===== src/rtl/exe_stage_pkg.sv =====
// exe_stage shared types: bus widths, ALU op bits, divider states.
// Divider support is built only when EXE_DIV_EN is defined.
package exe_stage_pkg;

  localparam int DS_ES_BUS_W  = 151;
  localparam int ES_MS_BUS_W  = 71;
  localparam int ES_FWD_BUS_W = 39;

  localparam int ALU_ADD  = 0;
  localparam int ALU_SUB  = 1;
  localparam int ALU_SLT  = 2;
  localparam int ALU_SLTU = 3;
  localparam int ALU_AND  = 4;
  localparam int ALU_NOR  = 5;
  localparam int ALU_OR   = 6;
  localparam int ALU_XOR  = 7;
  localparam int ALU_SLL  = 8;
  localparam int ALU_SRL  = 9;
  localparam int ALU_SRA  = 10;
  localparam int ALU_LUI  = 11;

  typedef enum logic [1:0] {
    DIV_IDLE = 2'd0,
    DIV_BUSY = 2'd1,
    DIV_DONE = 2'd2
  } div_state_t;

  typedef struct packed {
    logic        div_en;
    logic        div_signed;
    logic        div_mod;
    logic [11:0] alu_op;
    logic [31:0] alu_src1;
    logic [31:0] alu_src2;
    logic [31:0] rkd_value;
    logic        gr_we;
    logic [4:0]  dest;
    logic        mem_we;
    logic        res_from_mem;
    logic [31:0] pc;
  } ds_es_t;

  function automatic logic [31:0] neg_if(
    input logic        n,
    input logic [31:0] v
  );
    return n ? (~v + 32'd1) : v;
  endfunction

endpackage


===== src/rtl/exe_div.sv =====
// exe_div: 32-cycle radix-2 restoring divider.
// Signed ops divide magnitudes and fix signs on the way out.
module exe_div
  import exe_stage_pkg::*;
(
  input  logic        clk,
  input  logic        resetn,
  input  logic        start,
  input  logic        sign,
  input  logic        ack,
  input  logic [31:0] dividend,
  input  logic [31:0] divisor,
  output logic        busy,
  output logic        done,
  output logic [31:0] quotient,
  output logic [31:0] remainder
);

  div_state_t  state;
  logic [4:0]  cnt;
  logic [31:0] q;
  logic [31:0] rem;
  logic [31:0] dvs;
  logic [31:0] dvd;
  logic        neg_q;
  logic        neg_r;
  logic        dz;
  logic [32:0] trial;
  logic [32:0] diff;

  assign trial = {rem, q[31]};
  assign diff  = trial - {1'b0, dvs};

  // Load magnitudes on start, one shift-subtract per BUSY cycle.
  always_ff @(posedge clk or negedge resetn) begin
    if (!resetn) begin
      state <= DIV_IDLE;
      cnt   <= 5'd0;
      q     <= 32'd0;
      rem   <= 32'd0;
      dvs   <= 32'd0;
      dvd   <= 32'd0;
      neg_q <= 1'b0;
      neg_r <= 1'b0;
      dz    <= 1'b0;
    end else begin
      case (state)
        DIV_IDLE: if (start) begin
          state <= DIV_BUSY;
          cnt   <= 5'd0;
          rem   <= 32'd0;
          q     <= neg_if(sign && dividend[31], dividend);
          dvs   <= neg_if(sign && divisor[31], divisor);
          dvd   <= dividend;
          neg_q <= sign && (dividend[31] ^ divisor[31]);
          neg_r <= sign && dividend[31];
          dz    <= (divisor == 32'd0);
        end
        DIV_BUSY: begin
          if (!diff[32]) begin
            rem <= diff[31:0];
            q   <= {q[30:0], 1'b1};
          end else begin
            rem <= trial[31:0];
            q   <= {q[30:0], 1'b0};
          end
          cnt <= cnt + 5'd1;
          if (cnt == 5'd31)
            state <= DIV_DONE;
        end
        DIV_DONE: if (ack)
          state <= DIV_IDLE;
        default: state <= DIV_IDLE;
      endcase
    end
  end

  assign busy      = (state == DIV_BUSY);
  assign done      = (state == DIV_DONE);
  assign quotient  = dz ? 32'hFFFF_FFFF
                        : neg_if(neg_q, q);
  assign remainder = dz ? dvd
                        : neg_if(neg_r, rem);

endmodule


===== src/rtl/exe_stage.sv =====
// exe_stage: pipeline execute stage (ALU, data SRAM request).
// Define EXE_DIV_EN to build the iterative divider.
module exe_stage
  import exe_stage_pkg::*;
(
  input  logic                    clk,
  input  logic                    resetn,
  input  logic                    ds_to_es_valid,
  input  logic [DS_ES_BUS_W-1:0]  ds_es_bus,
  output logic                    es_allow_in,
  input  logic                    ms_allow_in,
  output logic                    es_to_ms_valid,
  output logic [ES_MS_BUS_W-1:0]  es_ms_bus,
  output logic [ES_FWD_BUS_W-1:0] es_fwd_bus,
  output logic                    data_sram_en,
  output logic [3:0]              data_sram_we,
  output logic [31:0]             data_sram_addr,
  output logic [31:0]             data_sram_wdata
);

  ds_es_t      es_r;
  logic        es_valid;
  logic        es_ready_go;
  logic [31:0] src1;
  logic [31:0] src2;
  logic [4:0]  sh;
  logic [31:0] add_res;
  logic [31:0] alu_result;
  logic [31:0] result;

  assign es_allow_in    = !es_valid
                       || (es_ready_go && ms_allow_in);
  assign es_to_ms_valid = es_valid && es_ready_go;

  // Valid bit follows decode whenever EX can take a new op.
  always_ff @(posedge clk or negedge resetn) begin
    if (!resetn)
      es_valid <= 1'b0;
    else if (es_allow_in)
      es_valid <= ds_to_es_valid;
  end

  // Bundle only loads on a real handoff from decode.
  always_ff @(posedge clk or negedge resetn) begin
    if (!resetn)
      es_r <= '0;
    else if (ds_to_es_valid && es_allow_in)
      es_r <= ds_es_t'(ds_es_bus);
  end

  assign src1    = es_r.alu_src1;
  assign src2    = es_r.alu_src2;
  assign sh      = src2[4:0];
  assign add_res = src1 + src2;

  // One-hot ALU select.
  always_comb begin
    alu_result = 32'd0;
    unique case (1'b1)
      es_r.alu_op[ALU_ADD]:  alu_result = add_res;
      es_r.alu_op[ALU_SUB]:  alu_result = src1 - src2;
      es_r.alu_op[ALU_SLT]:  alu_result =
        {31'd0, $signed(src1) < $signed(src2)};
      es_r.alu_op[ALU_SLTU]: alu_result =
        {31'd0, src1 < src2};
      es_r.alu_op[ALU_AND]:  alu_result = src1 & src2;
      es_r.alu_op[ALU_NOR]:  alu_result = ~(src1 | src2);
      es_r.alu_op[ALU_OR]:   alu_result = src1 | src2;
      es_r.alu_op[ALU_XOR]:  alu_result = src1 ^ src2;
      es_r.alu_op[ALU_SLL]:  alu_result = src1 << sh;
      es_r.alu_op[ALU_SRL]:  alu_result = src1 >> sh;
      es_r.alu_op[ALU_SRA]:  alu_result =
        $signed(src1) >>> sh;
      es_r.alu_op[ALU_LUI]:  alu_result = src2;
      default:               alu_result = 32'd0;
    endcase
  end

`ifdef EXE_DIV_EN
  logic        div_busy;
  logic        div_done;
  logic        div_start;
  logic [31:0] div_q;
  logic [31:0] div_r;

  assign div_start = es_valid && es_r.div_en
                  && !div_busy && !div_done;

  exe_div u_div (
    .clk       (clk),
    .resetn    (resetn),
    .start     (div_start),
    .sign      (es_r.div_signed),
    .ack       (es_to_ms_valid && ms_allow_in),
    .dividend  (src1),
    .divisor   (src2),
    .busy      (div_busy),
    .done      (div_done),
    .quotient  (div_q),
    .remainder (div_r)
  );

  assign es_ready_go = !es_r.div_en || div_done;
  assign result = !es_r.div_en ? alu_result
                : es_r.div_mod ? div_r
                : div_q;
`else
  logic unused_div;
  assign unused_div  = ^{es_r.div_en,
                         es_r.div_signed,
                         es_r.div_mod};
  assign es_ready_go = 1'b1;
  assign result      = alu_result;
`endif

  // Request only on the cycle the op hands off to MEM.
  assign data_sram_en    = es_valid
                        && (es_r.mem_we || es_r.res_from_mem)
                        && ms_allow_in;
  assign data_sram_we    = (data_sram_en && es_r.mem_we)
                         ? 4'hf : 4'h0;
  assign data_sram_addr  = add_res;
  assign data_sram_wdata = es_r.rkd_value;

  assign es_ms_bus  = {es_r.pc, es_r.gr_we, es_r.dest,
                       result, es_r.res_from_mem};
  assign es_fwd_bus = {es_r.gr_we & es_valid,
                       es_r.res_from_mem & es_valid,
                       es_r.dest, result};

endmodule


===== config.mk =====
export PLATFORM = sky130hd
export DESIGN_NAME = exe_stage
export DESIGN_NICKNAME = d
export VERILOG_FILES = /design/src/rtl/exe_stage_pkg.sv /design/src/rtl/exe_div.sv /design/src/rtl/exe_stage.sv
export SDC_FILE = /design/constraint.sdc
export NUM_CORES = 1
export LEC_CHECK = 0
export ABC_AREA = 1
export CAP_MARGIN = 20
export CORE_MARGIN = 5
export CORE_UTILIZATION = 36
export CTS_CLUSTER_SIZE = 16
export DETAILED_ROUTE_END_ITERATION = 8
export PLACE_DENSITY = 0.61
export SLEW_MARGIN = 20
export SYNTH_ARGS = -nofsm -noshare
export SYNTH_HDL_FRONTEND = slang
export SYNTH_SLANG_ARGS = --single-unit

===== constraint.sdc =====
create_clock -name clk -period 8 [get_ports clk]
set_input_delay 1.2 -clock clk [delete_from_list [all_inputs] [get_ports clk]]
set_output_delay 1.2 -clock clk [all_outputs]
set_load 0.01 [all_outputs]

## Word-level counts from Yosys, hierarchy flattened

Cells that the tools add are included.

| storage, ports and cells | value |
|---|---|
| bits in registers | 149 |
| bits of input ports | 155 |
| output and inout port bits | 181 |
| logic and storage cells | 32 |

| operators by class | value |
|---|---|
| add/sub/neg operators | 2 |
| $lt $le $gt $ge | 2 |
| shifts and indexed selects | 3 |
| mux-type cells | 2 |
| bitwise gates (word level) | 6 |
| reductions and logical operators | 7 |

Operators with widths:

| operator | number |
|---|---|
| $pmux W32 S12 | 1 |
| $lt A32 B32 Y1 | 2 |
| $add A32 B32 Y32 | 1 |
| $and A32 B32 Y32 | 1 |
| $not A32 Y32 | 1 |
| $or A32 B32 Y32 | 1 |
| $shl A32 B5 Y32 | 1 |
| $shr A32 B5 Y32 | 1 |
| $sshr A32 B5 Y32 | 1 |
| $sub A32 B32 Y32 | 1 |
| $xor A32 B32 Y32 | 1 |
| $logic_and A1 B1 Y1 | 4 |
| $mux W4 | 1 |
| $and A1 B1 Y1 | 2 |
| $logic_or A1 B1 Y1 | 2 |
| $logic_not A1 Y1 | 1 |

## Depth between registers and ports, before layout

Gate-level depths: netlist of the first run.

| depth | value |
|---|---|
| depth in word-level cells | 5 |
| gate-level depth with buffers | 20 |
| mapped depth without buffers | 16 |

## Worst setup path before layout of the first run

OpenSTA, ideal clock, no wires.

| timing path | value |
|---|---|
| path kind | register to output |
| start | reg es_r, in the netlist src2[2] |
| end | out es_ms_bus[9] |
| arrival | 2482 ps |
| required time | 6800 ps |
| slack | 4318 ps |
| cell stages (with the launch flop) | 17 |
| path buffers | 5 |
| cell sequence | dfrtp_1 buf_2 inv_2 buf_2 buf_2 ha_1 buf_4 nand3_1 nand3_1 nand2_1 nand2_1 xor2_1 nand2_1 nand2_1 a21oi_1 nand2_1 buf_4 |

| on the way | value |
|---|---|
| word-level cells in the longest chain between the ends | 2 |
| elaborated cells on any way between the ends | 6 |
| classes of those cells | add/sub: 2; shift: 3; mux: 1 |

RTL lines:

| what | RTL line | text |
|---|---|---|
| start, declared | exe_stage.sv:21 | `ds_es_t es_r;` |
| start signal, assigned | exe_stage.sv:48 | `es_r <= ds_es_t'(ds_es_bus);` |
| $add A32 B32 Y32 | exe_stage.sv:54 | `assign add_res = src1 + src2;` |
| net data_sram_addr[8] | exe_stage.sv:17 | `output logic [31:0] data_sram_addr,` |
| $pmux W32 S12 | exe_stage.sv:59 | `unique case (1'b1)` |
| end, declared | exe_stage.sv:13 | `output logic [ES_MS_BUS_W-1:0] es_ms_bus,` |

The timed path passes the listed nets, and every way through them passes these cells.

## Final worst setup path of the first run

| timing path | value |
|---|---|
| start | reg es_r, in the netlist src2[3] |
| end | out es_fwd_bus[14] |

| on the way | value |
|---|---|
| word-level cells in the longest chain between the ends | 2 |
| elaborated cells on any way between the ends | 6 |
| classes of those cells | add/sub: 2; shift: 3; mux: 1 |

RTL lines:

| what | RTL line | text |
|---|---|---|
| $sub A32 B32 Y32 (tied with other cells) | exe_stage.sv:61 | `es_r.alu_op[ALU_SUB]: alu_result = src1 - src2;` |
| $pmux W32 S12 * | exe_stage.sv:59 |  |
| end, declared | exe_stage.sv:14 | `output logic [ES_FWD_BUS_W-1:0] es_fwd_bus,` |

Every way passes the cells marked *; elsewhere a longest branch is shown, timed or not.

==> results of run 1 <==
-- registers in the layout (all words and copies together), names as in the netlist --
signal and flops:
es_ms_bus 34, src1 32, es_r 13, data_sram_wdata 32
es_to_ms_valid 1, es_fwd_bus 5, src2 32
-- metrics by stage --
| stage | area, sq um | worst slack [ps] |
|---|---|---|
| floorplan | 17080 | 4318 |
| global placement | 19790 | 2702 |
| detailed placement | 19790 | 2710 |
| CTS | 20400 | 2183 |
| global route | 20400 | 1884 |
| finish | 20400 | 2080 |
-- kinds of logic (layout without fill, tap and decap cells) --
| group | Yosys count | in the layout | synth area share [%] |
|---|---|---|---|
| mux | 73 | 73 | 4.812 |
| fa+ha+maj | 106 | 106 | 7.852 |
| flops | 149 | 149 | 21.83 |
| buf+inv | 564 | 705 | 16.08 |
| simple gates | 1550 | 1550 | 39.23 |
| compound gates | 294 | 294 | 9.683 |
| xor+xnor | 10 | 10 | 0.5127 |
-- cell type report --
class / instances / area (sq um) / area share, %
Clock buffer: 18 / 429.2 / 2.103
Clock inverter: 14 / 183.9 / 0.9014
Inverter: 323 / 1221 / 5.985
Multi-Input combinational cell: 2033 / 10620 / 52.05
Sequential cell: 149 / 3731 / 18.29
Tap cell: 607 / 759.5 / 3.722
Timing Repair Buffer: 350 / 3460 / 16.95
-- report_power, final --
| group | total (uW) | switching, uW | leakage, uW | internal, uW |
|---|---|---|---|---|
| Sequential | 1000 | 143 | 0.00169 | 861 |
| Clock | 873 | 396 | 0.000298 | 476 |
| Combinational | 2930 | 1890 | 0.00823 | 1040 |
| Total | 4810 | 2430 | 0.0102 | 2380 |
-- Yosys cell counts, types with 23 or more instances --
master	n	area share (%)
a21oi_1	154	4.5
and2_1	23	0.84
buf_2	70	2.1
buf_4	126	5.5
clkbuf_1	26	0.57
dfrtp_1	149	22
ha_1	104	7.6
inv_1	312	6.9
mux2_2	73	4.8
nand2_1	797	18
nand3_1	388	11
nor2_1	241	5.3
o21ai_0	56	1.6
-- layout by cell type (no fill, tap or decap), types with 19 or more instances in the layout --
cell type        Yosys  layout
nand3_1            388     388
o21ai_0             56      56
a21oi_1            154     154
nand4_1             19      19
dfrtp_1            149     147
nor3_1              19      19
inv_1              312     312
mux2_2              73      73
nor2_1             241     241
nand2_1            797     797
ha_1               104     104
clkdlybuf4s50_1      0     331
and2_1              23      23
-- final timing paths --
check                                      startpoint                              to  slack, ps  depth (start not counted)
max reg2reg                es_to_ms_valid$_DFFE_PN0N_            src1[17]$_DFFE_PN0P_       5420                          5
max in group asynchronous                      resetn  data_sram_wdata[3]$_DFFE_PN0P_       5740                          2
min in group asynchronous                      resetn            src1[12]$_DFFE_PN0P_        800                          1
min reg2reg                 es_ms_bus[58]$_DFFE_PN0P_       es_ms_bus[58]$_DFFE_PN0P_        510                          1
max                               src2[3]$_DFFE_PN0P_                  es_fwd_bus[14]       2080                         16
min                         es_ms_bus[58]$_DFFE_PN0P_       es_ms_bus[58]$_DFFE_PN0P_        510                          1
-- layer usage --
metal | GRT usage (%) | vias up | share of wire [%]
met5 | 0 | - | 0.017
met4 | 8.964 | 2 | 3.4
met3 | 6.522 | 117 | 9.1
met2 | 45.71 | 1014 | 45
met1 | 38.30 | 8798 | 43
li1 | - | 8973 | -
==> metrics.yaml, run 1 <==
antenna_found_initial: 1
grt_overflow: 0
cts.sinks: 149
fp.dieW_microns: 227.8
netlist_area_sq_um: 17080
cp_top_family: "buffers and inverters"
period_needed_ps: 5920
cts_tree: "built"
yosys_register_bits: 149
initial_core_util_pct: 36.54
cts_made_buffers: 17
finalMaxSlewViolations: 0
fin_crit_sh_pct: 74.01
hpwl_microns: 61060
cpPeakStageDelay_ps: 600
path_common_cell: "nand2_1"
clk_latency_ps: 480
max_cap_violations: 0
grt_usage_pct: 28.48
worstSetupEndpointType: "output pin"
netlist_instances: 2746
nNetsFinal: 3135
cp.arrival_ps: 4720
finalNonFillerCells: 3494
worstPathRequired_ps: 6800
port_buffers: 332
hold_path.class: "reg2reg"
ys_warn_count: 0
setup_tns_ps: 0
fp.dieArea_sq_um: 51910
grt_pass1_wl_microns: 114000
die_h_microns: 227.8
diodes: 0
drive_gt1_share_pct: 6.512
drc: 0
skew_ps: 13.93
drt_wl_total_microns: 77400
avgSynthCellArea_sq_um: 6.221
max_slew_margin_pct: 20.85
start_kind: "flip-flop"
timing.fmax_mhz: 168.9
syn_nets: 3007
p_leak_uw: 0.01022
root_buffer: "clkbuf_16"
core-area_sq_um: 46750
rows: 79
async_flop_share_pct: 100.0
postCtsSetupBuffers: 0
total_power_uw: 4806
drt_iter0_drc: 2224
power_density_nw_per_um2: 235.5
cp_max_fo: 62
worst_pin_slew_ps: 1187
ant_nets: 0
fin_util_pct: 43.64
status: "finished clean"
ctsHoldBuffers: 0
wl_per_cell_microns: 22.15
synth_edf_count: 0
place_congestion: 0.9883
setup_viol: 0
path_buf_inv: 4
slowest_stage: "ha_1"
cts_buffer_depth: 2
synth_cell_types: 50
grt_pass1_vias: 17737
grt_max_degree: 131
vias: 18904
htree_num_levels: 4
grt_setup_unrepaired: "no"
path_cells: "buf_4, clkinv_1, buf_4, ha_1, nand2_1, nand3_1, nand2_1, nand2_1, nand2_1, nand2_1, nand2_1, nand3_1, nand2_1, nor2_1, o21ai_1, clkdlybuf4s50_1"
syn_to_final_growth_pct: 19.45
clk_pin_slew_ps: 80
hold_ws_ps: 506.6
viasPerCell: 5.410
ys_seq_area_share_pct: 21.83
finalHoldViolCount: 0
critical_path_class: "reg2out"
ir_drop_uv: 196.7
dr.pass1.iters: 6
ios: 336
ys_dominant_reg_cell: "dfrtp_1"
placed_cells: 3462
nFillCells: 4985
post_cts_resize_count: 0
Note: power is estimated with default switching activity, not from simulation.
==> run 2: changes to the inputs <==
==> constraint.sdc (replaced) <==
create_clock -name clk -period 6.1 [get_ports clk]
set_input_delay 0.915 -clock clk [delete_from_list [all_inputs] [get_ports clk]]
set_output_delay 0.915 -clock clk [all_outputs]
set_load 0.01 [all_outputs]
==> run 2 against run 1 <==
Routed wire length about the same. Setup slack worse by 1000 ps. Non-clock buffer count is 2 higher. Register-to-register slack lost 1800 ps. Hold slack lost 2.1 ps. Core utilization about the same. First-iteration DRC count rose by 2.7%. Global-route usage down 0.093 points. Largest power group unchanged.
==> metrics.yaml, run 2 (synthesized netlist as in run 1, its figures left out) <==
antenna_found_initial: 1  # unchanged
cp.arrival_ps: 4150  # was 4720 ps
worst_pin_slew_ps: 1039  # was 1187 ps
design_area_sq_um: 20420  # was 20,400 sq um
period_needed_ps: 5068
layout_common_cells: "nand2_1 (797), nand3_1 (388), clkdlybuf4s50_1 (331), inv_1 (312), nor2_1 (241)"  # unchanged
cts_tree: "built"  # unchanged
vias: 19004  # was 18,904
cp_max_fo: 68  # was 62
post_cts_resize_count: 0  # unchanged
rows: 79  # unchanged
max_cap_violations: 0  # unchanged
dr_wl_met2_microns: 34490  # was 34,570 microns
grt_max_degree: 144  # was 131
fp.dieW_microns: 227.8  # unchanged
status: "finished clean"  # unchanged
setup_tns_ps: 0  # unchanged
hold_path.class: "reg2reg"  # unchanged
htree_num_levels: 4  # unchanged
grt_setup_unrepaired: "no"  # unchanged
p_leak_uw: 0.01022  # about the same
finalMaxSlewViolations: 0  # unchanged
critical_path_class: "reg2out"  # unchanged
syn_to_final_growth_pct: 19.51  # was 19.45%
ios: 336  # unchanged
ant_nets: 0  # unchanged
grt_pass1_wl_microns: 114000  # unchanged
port_buffers: 332  # unchanged
final_common_cell: "nand2_1"  # unchanged
worstSetupEndpointType: "output pin"  # unchanged
timing.fmax_mhz: 197.3
cts.sinks: 149  # unchanged
root_buffer: "clkbuf_16"  # unchanged
cts_buffer_depth: 2  # unchanged
worstPathRequired_ps: 5180  # was 6800 ps
met1_length_microns: 32640  # was 33,190 microns
wl_per_cell_microns: 22.16  # was 22.15 microns
initial_core_util_pct: 36.54  # unchanged
clk_pin_slew_ps: 70  # was 80 ps
finalHoldViolCount: 0  # unchanged
setup_viol: 0  # unchanged
power_density_nw_per_um2: 306.4  # was 235.5 nW/um^2
drive_gt1_share_pct: 6.611  # was 6.512%
viasPerCell: 5.436  # was 5.410
drt_iter0_drc: 2283  # was 2,224
clk_latency_ps: 470  # was 480 ps
grt_pass1_vias: 17810  # was 17,737
place_congestion: 1.041  # was 0.9883
nFillCells: 5045  # was 4,985
core-area_sq_um: 46750  # unchanged
route.top_layer_used: "met5"  # unchanged
max_slew_margin_pct: 30.30  # was 20.85%
fp.dieArea_sq_um: 51910  # unchanged
start_kind: "flip-flop"  # unchanged
diodes: 0  # unchanged
placed_area_sq_um: 19820  # was 19,790 sq um
grt_usage_pct: 28.39  # was 28.48%
cts_made_buffers: 17  # unchanged
drc: 0  # unchanged
ir_drop_uv: 218.2  # was 196.7 uV
hpwl_microns: 61470  # was 61,060 microns
wl_met3_microns: 7645  # was 7027 microns
die_h_microns: 227.8  # unchanged
skew_ps: 15.95  # was 13.93 ps
nNetsFinal: 3137  # was 3,135
fin_crit_sh_pct: 83.09
dr.pass1.iters: 6  # unchanged
largest_reg_flops: 34  # unchanged
postCtsSetupBuffers: 0  # unchanged
grt_overflow: 0  # unchanged
drt_wl_total_microns: 77480  # was 77,400 microns
ctsHoldBuffers: 0  # unchanged
hold_ws_ps: 504.6  # was 506.6 ps
-- run 2: layer usage --
metal | track usage [%] | up-vias
met1 | 37.90 | 8844
met4 | 9.569 | 2
met5 | 0 | -
met2 | 45.08 | 1070
met3 | 7.155 | 122
li1 | - | 8966
-- run 2: worst paths after layout --
check / start / to / slack [ps] / cells past startpoint
max reg2reg: es_to_ms_valid$_DFFE_PN0N_ / src1[17]$_DFFE_PN0P_ / 3630 / 5
max: src2[2]$_DFFE_PN0P_ / es_ms_bus[15] / 1030 / 15
min in group asynchronous: resetn / src1[9]$_DFFE_PN0P_ / 510 / 1
min reg2reg: es_ms_bus[63]$_DFFE_PN0P_ / es_ms_bus[63]$_DFFE_PN0P_ / 500 / 1
min: es_ms_bus[63]$_DFFE_PN0P_ / es_ms_bus[63]$_DFFE_PN0P_ / 500 / 1
max in group asynchronous: resetn / es_r[33]$_DFFE_PN0P_ / 4130 / 2
-- run 2: layout make-up --
| cell class | count | area, sq um | share of cell area, % |
|---|---|---|---|
| Sequential cell | 149 | 3731 | 18.28 |
| Clock inverter | 14 | 157.7 | 0.7722 |
| Timing Repair Buffer | 352 | 3487 | 17.08 |
| Multi-Input combinational cell | 2033 | 10620 | 52.02 |
| Tap cell | 607 | 759.5 | 3.720 |
| Inverter | 323 | 1221 | 5.981 |
| Clock buffer | 18 | 439.2 | 2.151 |
-- run 2: through the flow --
| stage | util (%) | total power, uW | std cells | worst slack [ps] |
|---|---|---|---|---|
| 2_1_floorplan | - | 3696 | 2746 | 2703 |
| 3_3_place_gp | 42.39 | 5082 | 3464 | 1670 |
| 3_5_place_dp | 42.39 | 5099 | 3464 | 1623 |
| 4_1_cts | 43.67 | 6215 | 3496 | 1104 |
| 5_1_grt | 43.67 | 6661 | 3496 | 850.0 |
| 6_report | 43.67 | 6256 | 3496 | 1032 |
-- run 2: worst max-delay path: stages (launching register included) --
cell and delay, ps:
dfrtp_2 630, inv_2 130, buf_4 630, ha_1 290, nor2_1 50, nand2_1 110
nand3_1 80, nand2_1 140, nand2_1 80, nand3_1 240, nand2_1 90, nand2_1 70
nor2_1 40, nor2_1 280, o21ai_1 250, clkdlybuf4s50_1 540
-- run 2: power breakdown --
| part | internal [uW] | total (uW) | switching (uW) |
|---|---|---|---|
| sequential | 1130 | 1330 | 204 |
| clock | 557 | 1090 | 529 |
| combinational | 1370 | 3840 | 2470 |
==> run 3: changes to the inputs <==
--- a/config.mk
+++ b/config.mk
@@ -11,7 +11,7 @@
 export CORE_UTILIZATION = 36
 export CTS_CLUSTER_SIZE = 16
 export DETAILED_ROUTE_END_ITERATION = 8
-export PLACE_DENSITY = 0.61
+export PLACE_DENSITY = 0.63
 export SLEW_MARGIN = 20
 export SYNTH_ARGS = -nofsm -noshare
 export SYNTH_HDL_FRONTEND = slang
==> constraint.sdc (replaced) <==
create_clock -name clk -period 4.45 [get_ports clk]
set_input_delay 0.6675 -clock clk [delete_from_list [all_inputs] [get_ports clk]]
set_output_delay 0.6675 -clock clk [all_outputs]
set_load 0.01 [all_outputs]
==> run 3 against run 2 <==
Cell count increased by 1.5%. Setup slack worse by 900 ps. Die area is the same. Non-clock buffer count up 52. Critical endpoint is now es_ms_bus[1].
==> metrics.yaml, run 3 (synthesized netlist as in run 1, its figures left out) <==
layout_common_cells: "nand2_1 (795), nand3_1 (387), clkdlybuf4s50_1 (330), inv_1 (312), nor2_1 (238)"  # was nand2_1 (797), nand3_1 (388), clkdlybuf4s50_1 (331), inv_1 (312), nor2_1 (241)
path_cells: "inv_1, ha_1, inv_1, nand2_1, nand2_1, nand2_1, nand2_1, inv_1, nand2_2, nand2_1, nand2_1, nand2_1, nand2_1, nand2_1, nand3_1, nand2_1, clkdlybuf4s50_1"  # was inv_2, buf_4, ha_1, nor2_1, nand2_1, nand3_1, nand2_1, nand2_1, nand3_1, nand2_1, nand2_1, nor2_1, nor2_1, o21ai_1, clkdlybuf4s50_1
wl_per_cell_microns: 22.36  # was 22.16 microns
drt_wl_total_microns: 79350  # was 77,480 microns
fp.dieArea_sq_um: 51910  # unchanged
grt_usage_pct: 29.22  # was 28.39%
setup_viol: 0  # unchanged
viasPerCell: 5.379  # was 5.436
finalMaxSlewViolations: 0  # unchanged
clk_pin_slew_ps: 70  # about the same
regToRegSetupSlack_ps: 2320  # was 3630 ps
r2r_cells: 5  # unchanged
rows: 79  # unchanged
fin_util_pct: 44.60  # was 43.67%
path_buf_inv: 4  # was 3
total_power_uw: 8771  # was 6256 uW
hold_ws_ps: 242.6  # was 504.6 ps
cp.arrival_ps: 3650  # was 4150 ps
nFillCells: 5006  # was 5,045
grt_pass1_wl_microns: 116800  # was 114,000 microns
drc: 0  # unchanged
die_h_microns: 227.8  # unchanged
dr.pass1.iters: 6  # unchanged
power_density_nw_per_um2: 420.6  # was 306.4 nW/um^2
hold_path.class: "in2async"  # was reg2reg
cts_buffer_depth: 2  # unchanged
final_common_cell: "nand2_1"  # unchanged
grt_max_degree: 90  # was 144
htree_num_levels: 4  # unchanged
max_slew_margin_pct: 33.40  # was 30.30%
grt_setup_unrepaired: "no"  # unchanged
fp.dieW_microns: 227.8  # unchanged
worst_pin_slew_ps: 995.4  # was 1039 ps
port_buffers: 332  # unchanged
period_needed_ps: 4321
timing.rr.end: "src2[19]$_DFFE_PN0P_"  # was src1[17]$_DFFE_PN0P_
place_congestion: 1.010  # was 1.041
vias: 19084  # was 19,004
diodes: 0  # unchanged
worst_slack_ps: 128.8  # was 1032 ps
skew_ps: 7.430  # was 15.95 ps
finalHoldViolCount: 0  # unchanged
grt_pass1_vias: 18007  # was 17,810
cp_max_fo: 8  # was 68
fin_crit_sh_pct: 97.11
cp_num_cells: 17  # was 15
path_common_cell: "nand2_1"  # unchanged
dp_slack_ps: 456.1  # was 1623 ps
grt_overflow: 0  # unchanged
worstSetupEndpointType: "output pin"  # unchanged
cts.sinks: 149  # unchanged
ios: 336  # unchanged
start_kind: "flip-flop"  # unchanged
largest_reg_flops: 34  # unchanged
postCtsSetupBuffers: 0  # unchanged
cts_tree: "built"  # unchanged
root_buffer: "clkbuf_16"  # unchanged
critical_path_class: "reg2out"  # unchanged
max_cap_violations: 0  # unchanged
core-area_sq_um: 46750  # unchanged
initial_core_util_pct: 36.54  # unchanged
antenna_found_initial: 1  # unchanged
crit-reg2reg-launch: "es_to_ms_valid$_DFFE_PN0N_"  # unchanged
setup_tns_ps: 0  # unchanged
timing.fmax_mhz: 231.4
ant_nets: 0  # unchanged
clk_latency_ps: 480  # was 470 ps
drt_iter0_drc: 1971  # was 2,283
p_leak_uw: 0.01047  # was 0.01022 uW
status: "finished clean"  # unchanged
nNetsFinal: 3189  # was 3,137
cts_made_buffers: 17  # unchanged
drive_gt1_share_pct: 8.705  # was 6.611%
cp_top_family: "simple AND/OR/NAND/NOR gates"  # was buffers and inverters
slowest_stage: "clkdlybuf4s50_1"  # was dfrtp_2
worstPathRequired_ps: 3780  # was 5180 ps
ir_drop_uv: 309.8  # was 218.2 uV
cpPeakStageDelay_ps: 560  # was 630 ps
hpwl_microns: 64100  # was 61,470 microns
syn_to_final_growth_pct: 22.06  # was 19.51%
run 3: cell count changes in the layout (fill, tap and decap cells not counted), moves of 3 or more:
cell	change
buf_4	+50
clkinv_4	-4
clkinv_8	-3
clkinvlp_4	+3
ha_1	-3
ha_2	+3
inv_8	+3
nor2_1	-3
nor2_2	+3
run 3: how the worst max path moves through the flow:
stage | start | to | slack (ps)
5_1_grt | src1[5]$_DFFE_PN0P_ | es_ms_bus[1] | 3
2_1_floorplan | src2[2]$_DFFE_PN0P_ | es_ms_bus[9] | 1300
4_1_cts | src1[0]$_DFFE_PN0P_ | es_fwd_bus[14] | 40
6_report | src1[5]$_DFFE_PN0P_ | es_ms_bus[1] | 130
3_3_place_gp | src1[0]$_DFFE_PN0P_ | es_ms_bus[15] | 520
3_5_place_dp | src1[0]$_DFFE_PN0P_ | es_ms_bus[15] | 460
run 3: worst reg2reg max path, cell delays in order (launching register included):
cell	delay (ps)
dfrtp_1	440
nand2_1	230
nand2_8	360
buf_4	490
nor2_1	390
a21oi_1	90
run 3: final cells by class:
type	count	area (sq um)	area share, %
clock buffer	18	429.2	2.058
inverter	323	1221	5.857
multi-input combinational	2033	10660	51.10
tap	607	759.5	3.642
sequential	149	3734	17.91
clock inverter	14	160.2	0.7681
timing repair buffer	404	3892	18.67
run 3: through the flow:
stage | instances | instance area [sq um]
floorplan | 2746 | 17080
global placement | 3516 | 20220
detailed placement | 3516 | 20220
CTS | 3548 | 20810
global route | 3548 | 20850
finish | 3548 | 20850
run 3: power by group:
part,leakage (uW),switching [uW],total (uW),internal (uW)
clock,0.000281,723,1520,797
combinational,0.00850,3510,5490,1980
sequential,0.00169,211,1760,1550
run 3: layer usage:
| layer | track usage (%) | part of all wire, % | vias up |
|---|---|---|---|
| met3 | 5.839 | 8.4 | 111 |
| met4 | 8.850 | 3.1 | 0 |
| li1 | - | - | 9085 |
| met1 | 39.00 | 43 | 8927 |
| met2 | 48.07 | 46 | 961 |
| met5 | 0 | 0 | - |
run 3: repair_timing:
action                     4_1_cts  5_1_grt
cloned                           0        0
setup endpoints to repair        2       23
gates resized for setup          2       14
hold buffers                     0        0
